===== config.mk =====
export PLATFORM = sky130hd
export DESIGN_NAME = crank_cam_gen
export DESIGN_NICKNAME = d
export VERILOG_FILES = /design/src/rtl/crank_gen_pkg.sv /design/src/rtl/crank_tooth_timer.sv /design/src/rtl/crank_cam_gen.sv
export SDC_FILE = /design/constraint.sdc
export NUM_CORES = 1
export LEC_CHECK = 0
export CAP_MARGIN = 0
export CORE_UTILIZATION = 60
export CTS_BUF_LIST = sky130_fd_sc_hd__clkbuf_4
export CTS_CLUSTER_SIZE = 24
export DETAILED_ROUTE_END_ITERATION = 12
export MAX_ROUTING_LAYER = met4
export PLACE_DENSITY = 0.85
export SETUP_SLACK_MARGIN = 0.1
export SYNTH_ARGS = -nofsm -noshare
export SYNTH_HDL_FRONTEND = slang
export SYNTH_SLANG_ARGS = --single-unit

===== constraint.sdc =====
create_clock -name clk -period 10.2 [get_ports clk]
set_input_delay 1.53 -clock clk [delete_from_list [all_inputs] [get_ports clk]]
set_output_delay 1.53 -clock clk [all_outputs]
set_load 0.02 [all_outputs]

===== src/rtl/crank_gen_pkg.sv =====
// Shared constants for the 60-2 crank / cam signal generator.
package crank_gen_pkg;

    localparam int TEETH_DEFAULT = 58;
    localparam int GAP_MULT      = 3;
    localparam int CAM_ON        = 4;
    localparam int CAM_OFF       = 54;
    localparam int CAM_TOGGLE    = 30;
    localparam int RESET_PERIOD  = 64;
    localparam int MIN_PERIOD    = 2;

endpackage


===== src/rtl/crank_tooth_timer.sv =====
// Per-tooth tick counter: derives tooth length, the half-tooth vr_out level
// and the combinational wrap strobe on the last tick of a tooth.
module crank_tooth_timer
    import crank_gen_pkg::*;
#(
    parameter int PERIOD_W = 16
) (
    input  logic                clk,
    input  logic                rst,
    input  logic                en,
    input  logic [PERIOD_W-1:0] period,
    input  logic                is_gap,
    output logic                wrap,
    output logic                vr_out
);

    localparam int LW = PERIOD_W + 2;

    logic [LW-1:0] len;
    logic [LW-1:0] tck_q, tck_d, tck_inc;
    logic          vr_q, vr_d;

    // vr_d looks at the tick being entered, so vr_out tracks tck with no lag;
    // a wrap always enters tck 0, which is below half of any legal length.
    always_comb begin
        len     = is_gap ? LW'(period) * LW'(GAP_MULT) : LW'(period);
        tck_inc = tck_q + LW'(1);
        wrap    = en && (tck_q == len - LW'(1));
        tck_d   = tck_q;
        vr_d    = vr_q;
        if (en) begin
            if (wrap) begin
                tck_d = '0;
                vr_d  = 1'b0;
            end else begin
                tck_d = tck_inc;
                vr_d  = (tck_inc >= (len >> 1));
            end
        end
    end

    always_ff @(posedge clk) begin
        if (rst) begin
            tck_q <= '0;
            vr_q  <= 1'b0;
        end else begin
            tck_q <= tck_d;
            vr_q  <= vr_d;
        end
    end

    assign vr_out = vr_q;

endmodule


===== src/rtl/crank_cam_gen.sv =====
// Crank/cam trigger-wheel generator top: tooth index, gap, rev and cam logic.
// Optional macro CRANK_GEN_RAMP_EN adds an acceleration sweep of the period.
module crank_cam_gen
    import crank_gen_pkg::*;
#(
    parameter int PERIOD_W = 16,
    parameter int TEETH    = TEETH_DEFAULT
) (
    input  logic                clk,
    input  logic                rst,
    input  logic                en,
    input  logic [PERIOD_W-1:0] period,
    input  logic                period_wr,
`ifdef CRANK_GEN_RAMP_EN
    input  logic [PERIOD_W-1:0] ramp_step,
    input  logic [PERIOD_W-1:0] ramp_min,
`endif
    output logic                vr_out,
    output logic                cam_out,
    output logic [5:0]          tooth_idx,
    output logic                gap,
    output logic                rev_pulse,
    output logic                cam_phase
);

    logic [PERIOD_W-1:0] shadow_q, shadow_d;
    logic [PERIOD_W-1:0] p_q, p_d, p_load;
    logic [5:0]          tooth_idx_q, tooth_idx_d;
    logic                gap_q, gap_d;
    logic                rev_pulse_q, rev_pulse_d;
    logic                cam_phase_q, cam_phase_d;
    logic                cam_out_q, cam_out_d;
    logic                wrap;

    function automatic logic [PERIOD_W-1:0] clamp_min(input logic [PERIOD_W-1:0] v);
        return (v < PERIOD_W'(MIN_PERIOD)) ? PERIOD_W'(MIN_PERIOD) : v;
    endfunction

    crank_tooth_timer #(.PERIOD_W(PERIOD_W)) u_timer (
        .clk    (clk),
        .rst    (rst),
        .en     (en),
        .period (p_q),
        .is_gap (gap_q),
        .wrap   (wrap),
        .vr_out (vr_out)
    );

`ifdef CRANK_GEN_RAMP_EN
    logic                pending_q, pending_d;
    logic [PERIOD_W-1:0] ramp_dec, ramp_floor;

    // A write seen since the last wrap wins; otherwise step the period down.
    always_comb begin
        pending_d  = wrap ? period_wr : (pending_q | period_wr);
        ramp_dec   = (p_q > ramp_step) ? p_q - ramp_step : '0;
        ramp_floor = (ramp_dec > ramp_min) ? ramp_dec : ramp_min;
        p_load     = pending_q ? clamp_min(shadow_q) : clamp_min(ramp_floor);
    end

    always_ff @(posedge clk) begin
        if (rst) pending_q <= 1'b0;
        else     pending_q <= pending_d;
    end
`else
    always_comb begin
        p_load = clamp_min(shadow_q);
    end
`endif

    always_comb begin
        shadow_d    = period_wr ? period : shadow_q;
        p_d         = p_q;
        tooth_idx_d = tooth_idx_q;
        gap_d       = gap_q;
        rev_pulse_d = rev_pulse_q;
        cam_phase_d = cam_phase_q;
        cam_out_d   = cam_out_q;
        if (en) begin
            rev_pulse_d = 1'b0;
            if (wrap) begin
                p_d         = p_load;
                tooth_idx_d = (tooth_idx_q == 6'(TEETH - 1)) ? '0 : tooth_idx_q + 6'd1;
                gap_d       = (tooth_idx_d == 6'(TEETH - 1));
                rev_pulse_d = (tooth_idx_d == '0);
                if (tooth_idx_d == 6'(CAM_TOGGLE)) cam_phase_d = ~cam_phase_q;
                if (cam_phase_q && tooth_idx_d == 6'(CAM_ON))  cam_out_d = 1'b1;
                if (cam_phase_q && tooth_idx_d == 6'(CAM_OFF)) cam_out_d = 1'b0;
            end
        end
    end

    always_ff @(posedge clk) begin
        if (rst) begin
            shadow_q    <= PERIOD_W'(RESET_PERIOD);
            p_q         <= PERIOD_W'(RESET_PERIOD);
            tooth_idx_q <= '0;
            gap_q       <= 1'b0;
            rev_pulse_q <= 1'b0;
            cam_phase_q <= 1'b0;
            cam_out_q   <= 1'b0;
        end else begin
            shadow_q    <= shadow_d;
            p_q         <= p_d;
            tooth_idx_q <= tooth_idx_d;
            gap_q       <= gap_d;
            rev_pulse_q <= rev_pulse_d;
            cam_phase_q <= cam_phase_d;
            cam_out_q   <= cam_out_d;
        end
    end

    assign tooth_idx = tooth_idx_q;
    assign gap       = gap_q;
    assign rev_pulse = rev_pulse_q;
    assign cam_phase = cam_phase_q;
    assign cam_out   = cam_out_q;

endmodule


==> metrics.txt, run 1 <==
skew final 16.4 ps; Largest stage delay, worst path 1080 ps; DRT iter0 DRCs 297; Max FO, Critical Path 41; GR Overflow Total 0; WP buf/inv 0; area grow syn2layout 7.99%; total core area 0.00868 mm2; Peak VDD IR 0.0000901 V; Setup Buffers After CTS 0; row count 34; initial antenna violation count 0; DR vias 4889; Sw Ratio 23.3%; post-synth cell types 82; Post-Synthesis Cells 660; setup_tns 0 ps; Setup crit start kind flip-flop; P_int 0.000387 W; syn_nets 718; vias in the first global route 4723; Max-Cap Viols 0; Top delay family on crit path simple AND/OR/NAND/NOR gates; die area 0.00934 mm2; Post-synth EDFFs 0; Clk pwr share 43.9%; reg2reg end tooth_idx[4]; Reg clk slew, reported paths 120 ps; Routed WL 12500 um; Sequential Power Share 49.0%; CTS buffer count 9; width of the die 96.6 um; setup ws final 5230 ps; vias per std cell 6.28; Worst-Skew Late Latency 420 ps; NetSw 0.000118 W; TritonCTS Sinks 61; number of cells on the critical path 12; Crit Path Class reg -> reg; R2R Path Start p_q[5]; largest net degree at the start of global routing 88; placed instance count 762; Avg Cell Area, Syn 8.14 um2; num ports 31; HPWL Detailed 9170 um; Cell Count, Final, Fillers Out 778; Finish-stage setup viols 0; htree depth 3; DRC Markers 0; drt first pass iters 5; Yosys warning total 0; Slew HR 23.9%; status completed; first-pass GRT wire length 21600 um; Post-DRT Antenna Nets 0; starting density of the core 61.9%; diode count 0; global-route usage over all layers 28.3%; layout cells sized above 1 7.46%; Tcrit/Tclk final 48.7%; I/O Buffers 30; RSZ-0062 raised after global routing false; Hold Crit Class reg -> reg; Pwr Density 86.9 mW/mm2; TritonCTS clock tree yes; Critical Path AT 5280 ps; pre-CTS setup slack 5020 ps; critical path endpoint category flip-flop; Slew @ Worst Pin 1140 ps; Critical Path, Cell by Cell ha_1, a21oi_2, o21ai_1, or3_1, a31oi_2, nand2_1, nor4_2, nand3b_1, and3_1, o31ai_1, and4b_2, mux2_1; clk buf depth 2; Tmin final 4970 ps; CP max-delay cell and4b_2; fmax 201 MHz; Synth Cell Area 0.00537 mm2; register area share after synthesis 22.7%; leakage 2.25 nW; Final Net Count 723; combinational power share 7.2%; leading register cell type out of synthesis dfxtp_1; crit path capture tooth_idx[4]; worst setup path start p_q[5]; commonest non-fill, non-tap cell in the layout dfxtp_1; # hold bufs at CTS 0; die height 96.6 um; number of synthesized register bits 61; ys async rst share 0%; Hold Violations, Final 0; WP data required 10510 ps; gpl congestion 0.932; drt wl/cell 16.1 um; Slew Viols, Final 0; root buf cell clkbuf_4; flop2flop setup slack 5230 ps; CTS resizes 0; Worst Reg-to-Reg Cells 12; commonest cells after routing, fill and taps aside dfxtp_1 (61), nor2_1 (52), nand2_1 (49)
cells by family after synthesis:
| logic type | Yosys count | share of synthesized area, % |
|---|---|---|
| AO/OA/AOI/OAI | 126 | 17.3 |
| XOR/XNOR | 46 | 7.50 |
| adder cells (fa/ha/maj) | 38 | 8.99 |
| buffers and inverters | 64 | 5.49 |
| flip-flops | 61 | 22.7 |
| multiplexers | 46 | 9.13 |
| AND/OR/NAND/NOR | 279 | 28.8 |
synth_stat cells (all sizes together) (15+ instances only):
library cell  number  area (um2)
a21o              15         113
nand3             22         120
inv               25        93.8
buf               18         123
nor3              18         100
clkbuf            21        78.8
nand2             49         184
nor2              52         195
nand2b            44         275
a21oi             27         143
xnor2             33         289
o21ai             23         115
dfxtp             61        1220
nor4              18         119
nor2b             15        93.8
ha                37         463
mux2i             37         374
worst min-delay path by stage:
stage | start | end | slack (ps) | cells past startpoint
final | cam_out | cam_out | 480 | 2
after global routing | cam_out | cam_out | 500 | 2
after CTS | cam_out | cam_out | 480 | 2
after detailed placement | cam_out | cam_out | 460 | 2
after global placement | cam_out | cam_out | 460 | 2
after floorplan | shadow_q[0] | shadow_q[0] | 460 | 2
metal layers:
| metal | part of all wire [%] | vias up | track usage, % |
|---|---|---|---|
| li1 | - | 2403 | - |
| met3 | 3.9 | 31 | 3.83 |
| met5 | 0 | - | - |
| met1 | 46 | 2312 | 35.6 |
| met4 | 2.6 | 0 | 11.6 |
| met2 | 47 | 143 | 45.6 |
power by group through the flow:
stage	Sequential, W	Clock, W	Combinational, W
floorplan	0.000251	0	0.0000237
global placement	0.000252	0	0.0000344
detailed placement	0.000252	0	0.0000363
CTS	0.000247	0.000226	0.0000363
global route	0.000248	0.000234	0.0000403
finish	0.000247	0.000221	0.0000362
tightest hold or removal path, delay by kind of cell, from the launching register on:
kind / cells / cell delay, ps
AOI/OAI and AO/OA: 1 / 50
DFF: 1 / 320
buffers and inverters: 1 / 60
flip-flops by register name, summed over array words and instances, names as in the netlist:
signal and cells:
rev_pulse 1, p_q 16, cam_phase 1, gap 1, tooth_idx 6, shadow_q 16
cam_out 1, u_timer.vr_out 1, u_timer.tck_q 18
final cells by class:
cell class                      count  area, um2
Multi-Input combinational cell    535       3860
Fill cell                         748       2880
Sequential cell                    61       1220
Timing Repair Buffer               33        318
Tap cell                          108        135
Clock inverter                      6        101
Inverter                           25       93.8
Clock buffer                       10       75.1
per-stage QoR:
stage                     total power [W]  hold WS, ps  utilization, %  instance area (um2)
after floorplan                  0.000275          461               -                 5370
after global placement           0.000287          461            64.8                 5630
after detailed placement         0.000289          463            64.8                 5630
after CTS                        0.000509          482            66.9                 5800
after global routing             0.000523          499            66.9                 5800
final                            0.000504          476            66.9                 5800
Power figures use the tool's default switching activity.
==> run 2: changes to the inputs <==
==> constraint.sdc (replaced) <==
create_clock -name clk -period 4.94 [get_ports clk]
set_input_delay 0.741 -clock clk [delete_from_list [all_inputs] [get_ports clk]]
set_output_delay 0.741 -clock clk [all_outputs]
set_load 0.02 [all_outputs]
==> metrics.txt, run 2 (synthesis results as in run 1) <==
status completed; Slew HR 34.2% (+10 points); global-route usage over all layers 28.5% (+0.28 points); DRT iter0 DRCs 374 (+26%); Post-DRT Antenna Nets 0 (unchanged); Reg clk slew, reported paths 130 ps (about the same); Setup Buffers After CTS 0 (unchanged); num ports 31 (unchanged); Final Util 66.5% (-0.36 points); Top Registers u_timer.tck_q (18), p_q (16), shadow_q (16); leakage 2.24 nW (-0.51%); TritonCTS clock tree yes; total core area 0.00868 mm2 (unchanged); Pwr Density 160 mW/mm2 (+84%); starting density of the core 61.9% (unchanged); htree depth 3 (unchanged); Reg with most FFs u_timer.tck_q; Routed WL 12800 um (+1.8%); WP data required 5260 ps (-5250 ps); Final Net Count 726 (+0.41%); layout cells sized above 1 7.89% (+0.42 points); first-pass GRT wire length 21700 um (+0.61%); Max FO, Critical Path 14 (-66%); diode count 0 (unchanged); FILL cells 702 (-6.1%); drt wl/cell 16.4 um (+1.6%); Critical Path AT 4880 ps (-400 ps); Largest register FFs 18 (unchanged); commonest cells after routing, fill and taps aside dfxtp_1 (61), nor2_1 (52), nand2_1 (49); Hold Violations, Final 0 (unchanged); vias per std cell 6.33 (+0.68%); # hold bufs at CTS 0 (unchanged); DRC Markers 0 (unchanged); clk buf depth 2 (unchanged); CTS resizes 0 (unchanged); vias in the first global route 4668 (-1.2%); commonest non-fill, non-tap cell in the layout dfxtp_1; Hold Crit Class reg -> reg; Worst-Skew Late Latency 410 ps (about the same); die height 96.6 um (unchanged); Slew @ Worst Pin 979 ps (-163 ps); GR Overflow Total 0 (unchanged); width of the die 96.6 um (unchanged); area grow syn2layout 7.40%; critical path endpoint category flip-flop; I/O Buffers 30 (unchanged); Peak VDD IR 0.000164 V (+83%); Tcrit/Tclk final 92.3% (+44 points); gpl congestion 0.985 (+5.7%); skew final 22.1 ps (+5.71 ps); Slew Viols, Final 0 (unchanged); setup ws final 381 ps (-4850 ps); RSZ-0062 raised after global routing false; Cell Count, Final, Fillers Out 780 (+0.26%); HPWL Detailed 9630 um (+5.0%); setup_tns 0 ps (unchanged); Crit Path Class reg -> reg; largest net degree at the start of global routing 48 (-45%); root buf cell clkbuf_4; TritonCTS Sinks 61 (unchanged); fmax 219 MHz (+9.1%); row count 34 (unchanged); initial antenna violation count 0 (unchanged); drt first pass iters 6 (+1); Finish-stage setup viols 0 (unchanged); DR vias 4935 (+0.94%); CTS buffer count 9 (unchanged); Setup crit start kind flip-flop; Max-Cap Viols 0 (unchanged); placed instance count 765 (+0.39%); Tmin final 4560 ps (-413 ps); pre-CTS setup slack 444 ps (-4570 ps); die area 0.00934 mm2 (unchanged)
## run 2: power by group
group          internal (W)  switching (W)
Combinational     0.0000396      0.0000337
Clock              0.000147       0.000195
Sequential         0.000501     0.00000892
## run 2: critical path, cell delays in order (launching register included)
cell	delay, ps
dfxtp_1	450
ha_1	230
inv_1	70
fa_1	410
nor2b_1	260
o31ai_2	140
a2111oi_0	540
nor3_2	160
nand2_1	150
nor3_2	60
xnor2_1	150
or4b_1	520
and4bb_1	320
and4b_2	460
buf_4	320
mux2i_1	220
## run 2: worst paths after layout
kind | slack [ps] | endpoint | from | cells after the start
setup / recovery | 380 | p_q[11] | p_q[0] | 15
hold / removal | 480 | rev_pulse | rev_pulse | 2
setup reg to reg | 380 | p_q[11] | p_q[0] | 15
hold reg to reg | 480 | rev_pulse | rev_pulse | 2
## run 2: per-layer routing
layer | wire, um | part of all wire (%) | track usage, % | up-vias
met5 | 0 | 0 | - | -
met4 | 295 | 2.3 | 9.64 | 0
met3 | 644 | 5.0 | 4.48 | 30
met2 | 6080 | 48 | 46.6 | 144
met1 | 5740 | 45 | 35.9 | 2352
li1 | - | - | - | 2409
## run 2: layout make-up
class / instances / area, um2 / share of cell area, %
inverters: 25 / 93.8 / 1.63
clock buffers: 9 / 67.6 / 1.17
multi-input cells: 535 / 3860 / 66.9
well taps: 108 / 135 / 2.34
flip-flops and latches: 61 / 1220 / 21.2
clock inverters: 6 / 55.1 / 0.954
repair buffers: 36 / 340 / 5.90
## run 2: through the flow
| step | hold WS [ps] | total power [W] | cell area [um2] |
|---|---|---|---|
| 2_1_floorplan | 461 | 0.000568 | 5370 |
| 3_3_place_gp | 457 | 0.000591 | 5650 |
| 3_5_place_dp | 466 | 0.000595 | 5650 |
| 4_1_cts | 484 | 0.000933 | 5770 |
| 5_1_grt | 503 | 0.000958 | 5770 |
| 6_report | 481 | 0.000925 | 5770 |
